[src/rtl/arith_rr_scheduler.sv]
// arith_rr_scheduler: round-robin front end for a shared pipelined Y=(A+B)*(C-D)
// unit. It grants one requester per cycle and registers that requester's operands
// into the unit. A shadow tag pipeline follows each operation through the unit's
// latency, so every result comes back with the index of the requester that sent it.
module arith_rr_scheduler #(
  parameter int NUM_REQ  = 4,
  parameter int ID_W     = 2,
  parameter int PIPE_LAT = 4
) (
  input  logic                 clk,
  input  logic                 rst,
  input  logic                 enable,
  input  logic [NUM_REQ-1:0]   req_mask,
  input  logic [NUM_REQ-1:0]   req_valid,
  output logic [NUM_REQ-1:0]   req_ready,
  input  logic [8*NUM_REQ-1:0] req_a,
  input  logic [8*NUM_REQ-1:0] req_b,
  input  logic [8*NUM_REQ-1:0] req_c,
  input  logic [8*NUM_REQ-1:0] req_d,
  output logic [7:0]           unit_a,
  output logic [7:0]           unit_b,
  output logic [7:0]           unit_c,
  output logic [7:0]           unit_d,
  input  logic [15:0]          unit_y,
  output logic                 res_valid,
  output logic [ID_W-1:0]      res_id,
  output logic [15:0]          res_data,
  output logic                 busy,
  output logic [15:0]          issue_count
);

  logic [NUM_REQ-1:0] eligible;
  logic [ID_W-1:0]    ptr;
  logic [ID_W-1:0]    grant_id;
  logic               grant_any;
  logic [ID_W:0]      cand;

  // Tag pipeline. Stage 0 is loaded on the issue edge, and stage PIPE_LAT lines up with unit_y.
  logic [PIPE_LAT:0]  sh_valid;
  logic [ID_W-1:0]    sh_id [PIPE_LAT+1];

  // Eligibility is gated with rst so that no grant is presented while reset is held.
  always_comb begin
    eligible = req_valid & req_mask & {NUM_REQ{enable & ~rst}};
  end

  // Round-robin search starting one past the last granted index, wrapping modulo NUM_REQ.
  always_comb begin
    grant_any = 1'b0;
    grant_id  = '0;
    cand      = '0;
    for (int off = 1; off <= NUM_REQ; off++) begin
      cand = {1'b0, ptr} + (ID_W+1)'(off);
      if (cand >= (ID_W+1)'(NUM_REQ)) begin
        cand = cand - (ID_W+1)'(NUM_REQ);
      end
      if (!grant_any && eligible[cand[ID_W-1:0]]) begin
        grant_any = 1'b1;
        grant_id  = cand[ID_W-1:0];
      end
    end
  end

  assign req_ready = grant_any ? (NUM_REQ'(1) << grant_id) : '0;

  // Operand registers feed the unit. They load zeros on idle edges so the unit sees clean inputs.
  always_ff @(posedge clk or posedge rst) begin
    if (rst) begin
      unit_a <= '0;
      unit_b <= '0;
      unit_c <= '0;
      unit_d <= '0;
    end else if (grant_any) begin
      unit_a <= req_a[8*grant_id +: 8];
      unit_b <= req_b[8*grant_id +: 8];
      unit_c <= req_c[8*grant_id +: 8];
      unit_d <= req_d[8*grant_id +: 8];
    end else begin
      unit_a <= '0;
      unit_b <= '0;
      unit_c <= '0;
      unit_d <= '0;
    end
  end

  // The pointer remembers the last grant, and the counter tallies every issue.
  always_ff @(posedge clk or posedge rst) begin
    if (rst) begin
      ptr         <= ID_W'(NUM_REQ - 1);
      issue_count <= '0;
    end else if (grant_any) begin
      ptr         <= grant_id;
      issue_count <= issue_count + 16'd1;
    end
  end

  // Shift the tags in step with the unit. Reset clears them, which discards any operations in flight.
  always_ff @(posedge clk or posedge rst) begin
    if (rst) begin
      sh_valid <= '0;
      for (int s = 0; s <= PIPE_LAT; s++) begin
        sh_id[s] <= '0;
      end
    end else begin
      sh_valid <= {sh_valid[PIPE_LAT-1:0], grant_any};
      sh_id[0] <= grant_any ? grant_id : '0;
      for (int s = 1; s <= PIPE_LAT; s++) begin
        sh_id[s] <= sh_id[s-1];
      end
    end
  end

  assign res_valid = sh_valid[PIPE_LAT];
  assign res_id    = sh_id[PIPE_LAT];
  assign res_data  = unit_y;
  assign busy      = grant_any | (|sh_valid);

endmodule
[config.mk]
export PLATFORM = sky130hd
export DESIGN_NAME = arith_rr_scheduler
export DESIGN_NICKNAME = d
export VERILOG_FILES = /design/src/rtl/arith_rr_scheduler.sv
export SDC_FILE = /design/constraint.sdc
export NUM_CORES = 1
export LEC_CHECK = 0
export BUFFER_PORTS_ARGS = -buffer_cell sky130_fd_sc_hd__buf_2
export CORE_MARGIN = 10
export CORE_UTILIZATION = 37
export CTS_BUF_LIST = sky130_fd_sc_hd__clkbuf_8
export DETAILED_ROUTE_END_ITERATION = 10
export GPL_ROUTABILITY_DRIVEN = 0
export GPL_TIMING_DRIVEN = 0
export PLACE_DENSITY = 0.8
export SYNTH_ARGS = -nofsm -noshare
export SYNTH_HDL_FRONTEND = slang
export SYNTH_SLANG_ARGS = --single-unit
[constraint.sdc]
create_clock -name clk -period 2.13 [get_ports clk]
set_input_delay 0.3195 -clock clk [delete_from_list [all_inputs] [get_ports clk]]
set_output_delay 0.3195 -clock clk [all_outputs]
set_load 0.005 [all_outputs]
==> out/results.ini, run 1 <==
[timing]
fin_crit_ps = 2220
finalWorstSetupSlack_ps = -91.9
max_slew_margin_pct = 48.5
slew_violations = 0
max_freq_mhz = 450
fin_crit_sh_pct = 104
hold_viol = 0
setup_viol = 3
worst_slew_pin_slew_ps = 772
grt_setup_unrepaired = true
finClkSkew_ps = 12.5
hold-worst-slack_ps = 131
finalSetupTns_ps = -193

[clocking]
clk_latency_ps = 340
ctsHoldBuffers = 0
htree_levels = 3
numCtsBuffers = 9
cts_buffer_depth = 2
cts_tree = built
root_buffer = clkbuf_8
clock_sinks = 65
clk_pin_slew_worst_paths_ps = 80

[synthesis]
synth_flop_cell = dfrtp_1
synth_edf_count = 0
async_flop_share_pct = 100
synth_warnings = 0
syn-num-nets = 462
synth_cell_types = 45
synth_area_per_cell_um2 = 11.0
syn_inst = 306
seq_area_frac_synth_pct = 48.6
synth-seq-cells = 65
synth_area_mm2 = 0.00335

[final_layout]
final_common_cell = buf_2
multi_input_area_mm2 = 0.00137
nNetsFinal = 698
regArea_mm2 = 0.00163
drive_gt1_share_pct = 55.6
syn2layout_area_growth_pct = 46.8
nFillCells = 765
final_cell_mix = buf_2, dfrtp_1, nand2_1

[critical_path]
cp-end-kind = output port
reg2reg_slack_ps = 100
cp.arrival_ps = 1900
required_ps = 1810
path_class = reg -> out
cp-start-kind = flip-flop
crit_fanout = 6

[power_and_ir_drop]
irDropWorstVdd_mv = 0.345
leakagePower_nw = 2.81
power_per_cell_area_mw_per_mm2 = 701
power_w = 0.00345

[global_route]
grt_pass1_wl_mm = 18.0
overflow = 0
grt_use_total_pct = 16.9
grt_pass1_vias = 3556
grt_max_degree = 37
antenna_found_initial = 0

[die]
ios = 227
initial_core_util_pct = 38.2
coreArea_mm2 = 0.00876
die-width_um = 115
die_y_um = 115
die-area_mm2 = 0.0133
rows = 34

[outcome]
run_status = complete, but fails checks
violations = negative setup slack

[routing]
wirelength_mm = 12.0
drtAntennaViolNets = 0
dr.pass1.iters = 4
wl_per_cell_um = 18.3
post-route-drc-count = 0
drt_iter0_drc = 198
viasPerCell = 4.97
vias = 3258

[min_path]
min_path_type = in -> async

[placed_design]
preCtsSetupSlack_ps = -70.7
port_buffers = 210
dp_hpwl_mm = 9.54

[run]
max-cap-violations = 0

final timing paths:
kind,depth (start not counted),to,from
min,2,sh_valid[2],rst
max in group asynchronous,3,ptr[1],rst
max reg2reg,8,unit_b[3],ptr[0]
min reg2reg,0,sh_id[7],sh_id[9]
max,7,req_ready[1],ptr[1]
min in group clk,3,unit_c[7],req_c[23]
critical path, cell delays in order, from the launching register on:
cell	delay, ps
dfstp_2	630
nand4b_1	220
o31ai_2	130
nor3_2	70
buf_6	130
buf_12	120
nor3_2	130
buf_2	130
per-stage QoR:
| stage | utilization (%) | std cells | cell area (um2) |
|---|---|---|---|
| after floorplan | - | 306 | 3350 |
| after global placement | 51.8 | 624 | 4540 |
| after detailed placement | 52.0 | 625 | 4560 |
| after CTS | 55.3 | 650 | 4850 |
| after global routing | 56.1 | 655 | 4920 |
| final | 56.2 | 656 | 4920 |
cell families (layout without fill, tap and decap cells):
family	after synthesis	after routing	share of synthesized area [%]
compound gates	49	49	14.6
xor+xnor	15	15	3.92
fa+ha+maj	1	1	0.373
buf+inv	69	310	11.5
flops	65	65	48.6
mux	33	33	9.89
other cells	0	1	0
simple gates	74	74	11.1
state kept, by name, indices dropped and copies added, names as in the netlist:
name / cells
issue_count: 16
sh_id: 8
sh_valid: 5
unit_c: 8
unit_b: 8
unit_d: 8
ptr: 2
unit_a: 8
res_id: 2
layout make-up:
| type | instances | share of cell area (%) |
|---|---|---|
| plain buffers | 31 | 5.52 |
| repair buffers | 227 | 24.3 |
| well taps | 108 | 2.75 |
| diodes | 1 | 0.0509 |
| clock buffers | 10 | 2.80 |
| flip-flops and latches | 65 | 33.1 |
| clock inverters | 6 | 0.864 |
| multi-input cells | 172 | 27.8 |
| inverters | 36 | 2.80 |
where the power goes:
group	switching, W	total [W]	internal, W
logic	0.000484	0.00101	0.000529
clock network	0.000506	0.000962	0.000456
registers	0.000107	0.00147	0.00137
metal layers:
metal  wire length [um]  global-route usage, %
met5                  0                      0
met3               1290                   6.93
met4                180                   6.27
met1               4380                   18.6
met2               6160                   28.5
timing repair:
action / CTS / global route
pin swaps: 6 / 5
resized for setup: 14 / 13
buffers inserted: 10 / 6
setup endpoints to repair: 4 / 15
cells in the mapped netlist, types with 5 or more instances:
library cell   n  area [um2]
inv_1         35         131
o221ai_1      22         193
dfrtp_1       63        1580
buf_4         18         135
xnor2_1       13         114
nand2_1       42         158
o221ai_2      10         150
nor2_1         5        18.8
mux2i_1       32         320
nand3_1        6        30.0
buf_2          6        30.0
buf_6          7        78.8
Note: power is estimated with default switching activity, not from simulation.
==> inputs of run 2 (changes only) <==
--- a/config.mk
+++ b/config.mk
@@ -6,13 +6,15 @@
 export NUM_CORES = 1
 export LEC_CHECK = 0
 export BUFFER_PORTS_ARGS = -buffer_cell sky130_fd_sc_hd__buf_2
+export CELL_PAD_IN_SITES_DETAIL_PLACEMENT = 0
+export CELL_PAD_IN_SITES_GLOBAL_PLACEMENT = 1
 export CORE_MARGIN = 10
-export CORE_UTILIZATION = 37
+export CORE_UTILIZATION = 31
 export CTS_BUF_LIST = sky130_fd_sc_hd__clkbuf_8
 export DETAILED_ROUTE_END_ITERATION = 10
 export GPL_ROUTABILITY_DRIVEN = 0
 export GPL_TIMING_DRIVEN = 0
-export PLACE_DENSITY = 0.8
+export PLACE_DENSITY = 0.9
 export SYNTH_ARGS = -nofsm -noshare
 export SYNTH_HDL_FRONTEND = slang
 export SYNTH_SLANG_ARGS = --single-unit
==> out/results.ini, run 2 (synthesis results as in run 1) <==
[die]
coreArea_mm2 = 0.0104  ; was 0.00876 mm2
initial_core_util_pct = 32.2  ; was 38.2%
rows = 37  ; was 34
die-width_um = 124  ; was 115 um
ios = 227  ; unchanged
die_y_um = 124  ; was 115 um
die-area_mm2 = 0.0154  ; was 0.0133 mm2

[outcome]
run_status = complete, but fails checks  ; unchanged
violations = negative setup slack  ; unchanged

[routing]
viasPerCell = 4.67  ; was 4.97
wirelength_mm = 11.7  ; was 12.0 mm
dr.pass1.iters = 4  ; unchanged
post-route-drc-count = 0  ; unchanged
wl_per_cell_um = 17.2  ; was 18.3 um
drt_iter0_drc = 127  ; was 198
drtAntennaViolNets = 0  ; unchanged
vias = 3179  ; was 3,258

[global_route]
top_usage_layer = met2  ; unchanged
overflow = 0  ; unchanged
use_met2_pct = 25.4  ; was 28.5%
grt_pass1_wl_mm = 17.7  ; was 18.0 mm
grt_max_degree = 37  ; unchanged
met3_usage_pct = 6.97  ; was 6.93%
antenna_found_initial = 0  ; unchanged
met1_usage_pct = 16.1  ; was 18.6%
grt_pass1_vias = 3498  ; was 3,556
grt_use_total_pct = 14.8  ; was 16.9%

[critical_path]
crit_chain = nand4b_1, o21ai_1, a211o_1, buf_6, nor3_4, buf_2  ; was nand4b_1, o31ai_2, nor3_2, buf_6, buf_12, nor3_2, buf_2
cp-start-kind = flip-flop  ; unchanged
cp_num_cells = 6  ; was 7
crit_slowest_cell = dfstp_2  ; unchanged
reg2reg_to = unit_c[4]  ; was unit_b[3]
cp-end-kind = output port  ; unchanged
crit_buf_inv = 2  ; was 3
startpoint = ptr[0]  ; was ptr[1]
reg2reg_slack_ps = 50  ; was 100 ps
cpPeakStageDelay_ps = 560  ; was 630 ps
ff2ff_path_depth = 9  ; was 8
crit_family = flip-flops  ; unchanged
path_class = reg -> out  ; unchanged
cp-endpoint = req_ready[1]  ; unchanged
required_ps = 1810  ; about the same
crit_fanout = 11  ; was 6
rr_startpoint = ptr[0]  ; unchanged
cp.arrival_ps = 1840  ; was 1900 ps

[final_layout]
nFillCells = 1001  ; was 765
drive_gt1_share_pct = 55.2  ; was 55.6%
largest_register_ffs = 16  ; unchanged
nNetsFinal = 696  ; was 698
regMostFlops = issue_count  ; unchanged
syn2layout_area_growth_pct = 48.9  ; was 46.8%
num_antenna_cells = 0  ; was 1
final_cell_mix = buf_2, dfrtp_1, nand2_1  ; unchanged
final_common_cell = buf_2  ; unchanged

[timing]
finalWorstSetupSlack_ps = -28.9  ; was -91.9 ps
worst_slew_pin_slew_ps = 679  ; was 772 ps
setup_viol = 2  ; was 3
hold_viol = 0  ; unchanged
max_freq_mhz = 463  ; was 450 MHz
finClkSkew_ps = 10.2  ; was 12.5 ps
fin_crit_ps = 2160  ; was 2220 ps
max_slew_margin_pct = 54.6  ; was 48.5%
grt_setup_unrepaired = true  ; unchanged
slew_violations = 0  ; unchanged
fin_crit_sh_pct = 101  ; was 104%

[power_and_ir_drop]
power.net_switching_w = 0.00108  ; was 0.00110 W
power_per_cell_area_mw_per_mm2 = 736  ; was 701 mW/mm2
p_sw_share_pct = 29.5  ; was 31.8%
p_seq_share_pct = 39.7  ; was 42.7%
pwr-share-comb_pct = 27.7  ; was 29.4%
p_int_w = 0.00259  ; was 0.00235 W
pwr-share-clk_pct = 32.6  ; was 27.9%
irDropWorstVdd_mv = 0.301  ; was 0.345 mV
leakagePower_nw = 2.82  ; was 2.81 nW
power_w = 0.00367  ; was 0.00345 W

[clocking]
clock_sinks = 65  ; unchanged
cts_buffer_depth = 2  ; unchanged
clk_latency_ps = 330  ; was 340 ps
clk_pin_slew_worst_paths_ps = 80  ; about the same
root_buffer = clkbuf_8  ; unchanged
cts_tree = built  ; unchanged
numCtsBuffers = 9  ; unchanged
htree_levels = 3  ; unchanged

[placed_design]
preCtsSetupSlack_ps = -97.9  ; was -70.7 ps
port_buffers = 210  ; unchanged
dp_hpwl_mm = 9.55  ; was 9.54 mm

[run]
max-cap-violations = 0  ; unchanged

[min_path]
min_path_type = in -> async  ; unchanged

run 2: final cells by class:
type / count / area [um2] / share of cell area [%]
buffer: 31 / 274 / 5.49
clock buffer: 10 / 138 / 2.76
clock inverter: 6 / 90.1 / 1.80
inverter: 36 / 135 / 2.71
multi-input combinational: 172 / 1380 / 27.6
sequential: 65 / 1630 / 32.6
tap: 136 / 170 / 3.41
timing repair buffer: 225 / 1180 / 23.6
run 2: metrics by stage:
stage	hold WS [ps]	cells	cell area [um2]	TNS, ps	util (%)
after global placement	331	652	4570	-43160	43.9
final	98.8	681	4990	-55.3	47.9
after global routing	141	681	4990	-456	47.9
after CTS	109	678	4930	-102	47.3
after floorplan	331	306	3350	0	-
after detailed placement	336	653	4590	-191	44.1
run 2: timing repair:
item / CTS / global route
endpoints found under the setup margin: 4 / 20
gates cloned: 0 / 0
pin swaps: 5 / 3
hold buffers: 0 / 0
buffers inserted: 10 / 4
resized for setup: 12 / 10
run 2: per-layer routing:
metal	vias up	share of wire, %
met1	1484	36
met4	0	0.89
li1	1527	-
met3	10	12
met5	-	0
met2	158	50
run 2: worst min path at each step:
stage,cells after the start,from,to,slack [ps]
2_1_floorplan,0,sh_id[2],res_id[0],330
3_3_place_gp,0,sh_id[5],sh_id[3],330
3_5_place_dp,0,sh_id[2],res_id[0],340
4_1_cts,2,rst,unit_a[2],110
5_1_grt,2,rst,unit_d[3],140
6_report,2,rst,unit_a[5],100
run 2: power groups by stage:
stage	sequential (W)	combinational [W]	clock, W
floorplan	0.00149	0.000520	0
global placement	0.00148	0.000891	0
detailed placement	0.00149	0.000909	0
CTS	0.00146	0.00100	0.00124
global route	0.00148	0.00112	0.00130
finish	0.00146	0.00102	0.00120
==> inputs of run 3 (changes only) <==
--- a/config.mk
+++ b/config.mk
@@ -5,10 +5,10 @@
 export SDC_FILE = /design/constraint.sdc
 export NUM_CORES = 1
 export LEC_CHECK = 0
+export ABC_AREA = 1
 export BUFFER_PORTS_ARGS = -buffer_cell sky130_fd_sc_hd__buf_2
 export CELL_PAD_IN_SITES_DETAIL_PLACEMENT = 0
 export CELL_PAD_IN_SITES_GLOBAL_PLACEMENT = 1
-export CORE_MARGIN = 10
 export CORE_UTILIZATION = 31
 export CTS_BUF_LIST = sky130_fd_sc_hd__clkbuf_8
 export DETAILED_ROUTE_END_ITERATION = 10
==> out/results.ini, run 3 <==
[global_route]
grt_pass1_vias = 4213  ; was 3,498
grt_use_total_pct = 20.7  ; was 14.8%
overflow = 0  ; unchanged
grt_max_degree = 67  ; was 37
antenna_found_initial = 0  ; unchanged
grt_pass1_wl_mm = 20.9  ; was 17.7 mm

[final_layout]
final_common_cell = buf_2  ; unchanged
regMostFlops = issue_count  ; unchanged
final_core_util_pct = 51.6  ; was 47.9%
nNetsFinal = 942  ; was 696
final_cell_mix = buf_2, nand2_1, nand4_1  ; was buf_2, dfrtp_1, nand2_1
num_antenna_cells = 0  ; unchanged
largest_register_ffs = 16  ; unchanged
drive_gt1_share_pct = 50.3  ; was 55.2%
fin_area_mm2 = 0.00630  ; was 0.00499 mm2
syn2layout_area_growth_pct = 59.7  ; was 48.9%

[critical_path]
path_class = reg -> out  ; unchanged
required_ps = 1810  ; about the same
crit_family = simple AND/OR/NAND/NOR gates  ; was flip-flops
crit_fanout = 7  ; was 11
cp-end-kind = output port  ; unchanged
rr_startpoint = ptr[0]  ; unchanged
crit_top_cell = buf_8
crit_slowest_cell = dfstp_2  ; unchanged
cp-start-kind = flip-flop  ; unchanged
cp.arrival_ps = 2300  ; was 1840 ps
crit_chain = buf_8, xor2_4, nand3_2, o21ai_4, nand2_2, nor3_2, nand2_1, nand2_4, clkinv_4, buf_8, nor2_4, buf_2  ; was nand4b_1, o21ai_1, a211o_1, buf_6, nor3_4, buf_2
crit_buf_inv = 4  ; was 2
cpPeakStageDelay_ps = 540  ; was 560 ps
startpoint = ptr[0]  ; unchanged

[synthesis]
yosysTopAreaCellShare_pct = 39.9  ; was 47.0%
synth_flop_cell = dfrtp_1  ; unchanged
synth_area_per_cell_um2 = 7.38  ; was 11.0 um2
synth_cell_types = 31  ; was 45
synth_edf_count = 0  ; unchanged
synth_top_area_cell = dfrtp_1  ; unchanged
syn-num-nets = 691  ; was 462
seq_area_frac_synth_pct = 41.3  ; was 48.6%
synth.area.top_cells = dfrtp_1, nand2_1, nand4_1  ; was dfrtp_1, mux2i_1, o221ai_1
async_flop_share_pct = 100  ; unchanged
synth_warnings = 0  ; unchanged
synth_area_mm2 = 0.00395  ; was 0.00335 mm2
syn_inst = 535  ; was 306
synth-seq-cells = 65  ; unchanged
synth_common_cells = nand2_1, nand4_1, dfrtp_1  ; was dfrtp_1, nand2_1, inv_1
synth_most_common_cell = nand2_1  ; was dfrtp_1

[timing]
grt_setup_unrepaired = true  ; unchanged
hold_viol = 22  ; was 0
max_freq_mhz = 381  ; was 463 MHz
hold-worst-slack_ps = -12.3  ; was 98.8 ps
fin_crit_sh_pct = 123  ; was 101%
fin_crit_ps = 2620  ; was 2160 ps
worst_slew_pin_slew_ps = 373  ; was 679 ps
finClkSkew_ps = 6.94  ; was 10.2 ps
finalSetupTns_ps = -6270  ; was -55.3 ps
setup_viol = 37  ; was 2
slew_violations = 0  ; unchanged
finalWorstSetupSlack_ps = -491  ; was -28.9 ps
max_slew_margin_pct = 75.1  ; was 54.6%

[routing]
drtAntennaViolNets = 0  ; unchanged
dr.pass1.iters = 4  ; unchanged
drt_iter0_drc = 175  ; was 127
wl_per_cell_um = 14.8  ; was 17.2 um
post-route-drc-count = 0  ; unchanged
wirelength_mm = 14.2  ; was 11.7 mm
viasPerCell = 4.69  ; was 4.67
vias = 4494  ; was 3,179

[power_and_ir_drop]
leakagePower_nw = 3.45  ; was 2.82 nW
irDropWorstVdd_mv = 1.36  ; was 0.301 mV
power_per_cell_area_mw_per_mm2 = 2280  ; was 736 mW/mm2

[clocking]
clock_sinks = 65  ; unchanged
clk_latency_ps = 360  ; was 330 ps
cts_tree = built  ; unchanged
clk_pin_slew_worst_paths_ps = 90  ; was 80 ps
numCtsBuffers = 9  ; unchanged
htree_levels = 3  ; unchanged
cts_buffer_depth = 2  ; unchanged
root_buffer = clkbuf_8  ; unchanged
ctsHoldBuffers = 0  ; unchanged

[outcome]
violations = negative hold slack, negative setup slack  ; was negative setup slack
run_status = complete, but fails checks  ; unchanged

[placed_design]
dp_hpwl_mm = 10.2  ; was 9.55 mm
dpl_cell_area_mm2 = 0.00527  ; was 0.00459 mm2
port_buffers = 210  ; unchanged
preCtsSetupSlack_ps = -792  ; was -97.9 ps

[run]
max-cap-violations = 0  ; unchanged

[min_path]
min_path_type = in -> async  ; unchanged

[die]
die_y_um = 115  ; was 124 um
coreArea_mm2 = 0.0122  ; was 0.0104 mm2
die-area_mm2 = 0.0132  ; was 0.0154 mm2
initial_core_util_pct = 32.3  ; was 32.2%
die-width_um = 115  ; was 124 um
ios = 227  ; unchanged
rows = 40  ; was 37

-- run 3: worst paths after layout --
path / endpoint / cells past startpoint / slack (ps)
max: req_ready[3] / 12 / -490
min: unit_d[6] / 2 / -10
max reg2reg: unit_d[0] / 14 / -180
min reg2reg: sh_id[4] / 0 / 360
max in group asynchronous: ptr[0] / 2 / 1860
min in group clk: unit_d[4] / 5 / 290
-- run 3: power breakdown --
part / total (W) / switching (W) / internal [W] / leakage, nW
clock network: 0.00113 / 0.000564 / 0.000565 / 0.103
logic: 0.0112 / 0.00623 / 0.00499 / 2.53
registers: 0.00202 / 0.000204 / 0.00182 / 0.814
total: 0.0144 / 0.00699 / 0.00737 / 3.45
-- run 3: metal layers --
metal  share of wire [%]  vias up  global-route usage [%]
met5                   0        -                       0
met4                0.73        0                    5.19
met3                 6.0        8                    3.69
met2                  49      164                    36.1
li1                    -     2249                       -
met1                  44     2073                    26.5
-- run 3: timing repair --
item | CTS | global route
buffers inserted | 17 | 11
endpoints found under the setup margin | 42 | 45
gates cloned | 1 | 5
resized for setup | 67 | 87
pin swaps | 10 | 32
-- run 3: layout make-up --
| type | instances | area, um2 |
|---|---|---|
| fill | 1276 | 5910 |
| multi-input combinational | 397 | 2210 |
| sequential | 65 | 1630 |
| timing repair buffer | 242 | 1420 |
| buffer | 56 | 544 |
| tap | 168 | 210 |
| clock buffer | 9 | 124 |
| inverter | 15 | 85.1 |
| clock inverter | 7 | 83.8 |
-- run 3: kinds of logic after synthesis --
logic type | synth area share, %
AOI/OAI and AO/OA | 4.88
xor gates and xnor gates | 4.03
and+or+nand+nor | 38.7
adders and majority gates | 0.317
buffers and inverters | 10.8
DFF | 41.3
-- run 3: worst reg2reg max path, delay by kind of cell (launching register included) --
kind	cells	cell delay, ps
DFF	1	540
xor gates and xnor gates	1	220
buffers and inverters	5	630
AOI/OAI and AO/OA	2	160
and+or+nand+nor	6	630
-- run 3: metrics by stage --
stage / power, W / instances
6_report: 0.0144 / 959
2_1_floorplan: 0.00764 / 535
4_1_cts: 0.0126 / 945
5_1_grt: 0.0155 / 959
3_3_place_gp: 0.00997 / 913
3_5_place_dp: 0.0101 / 913
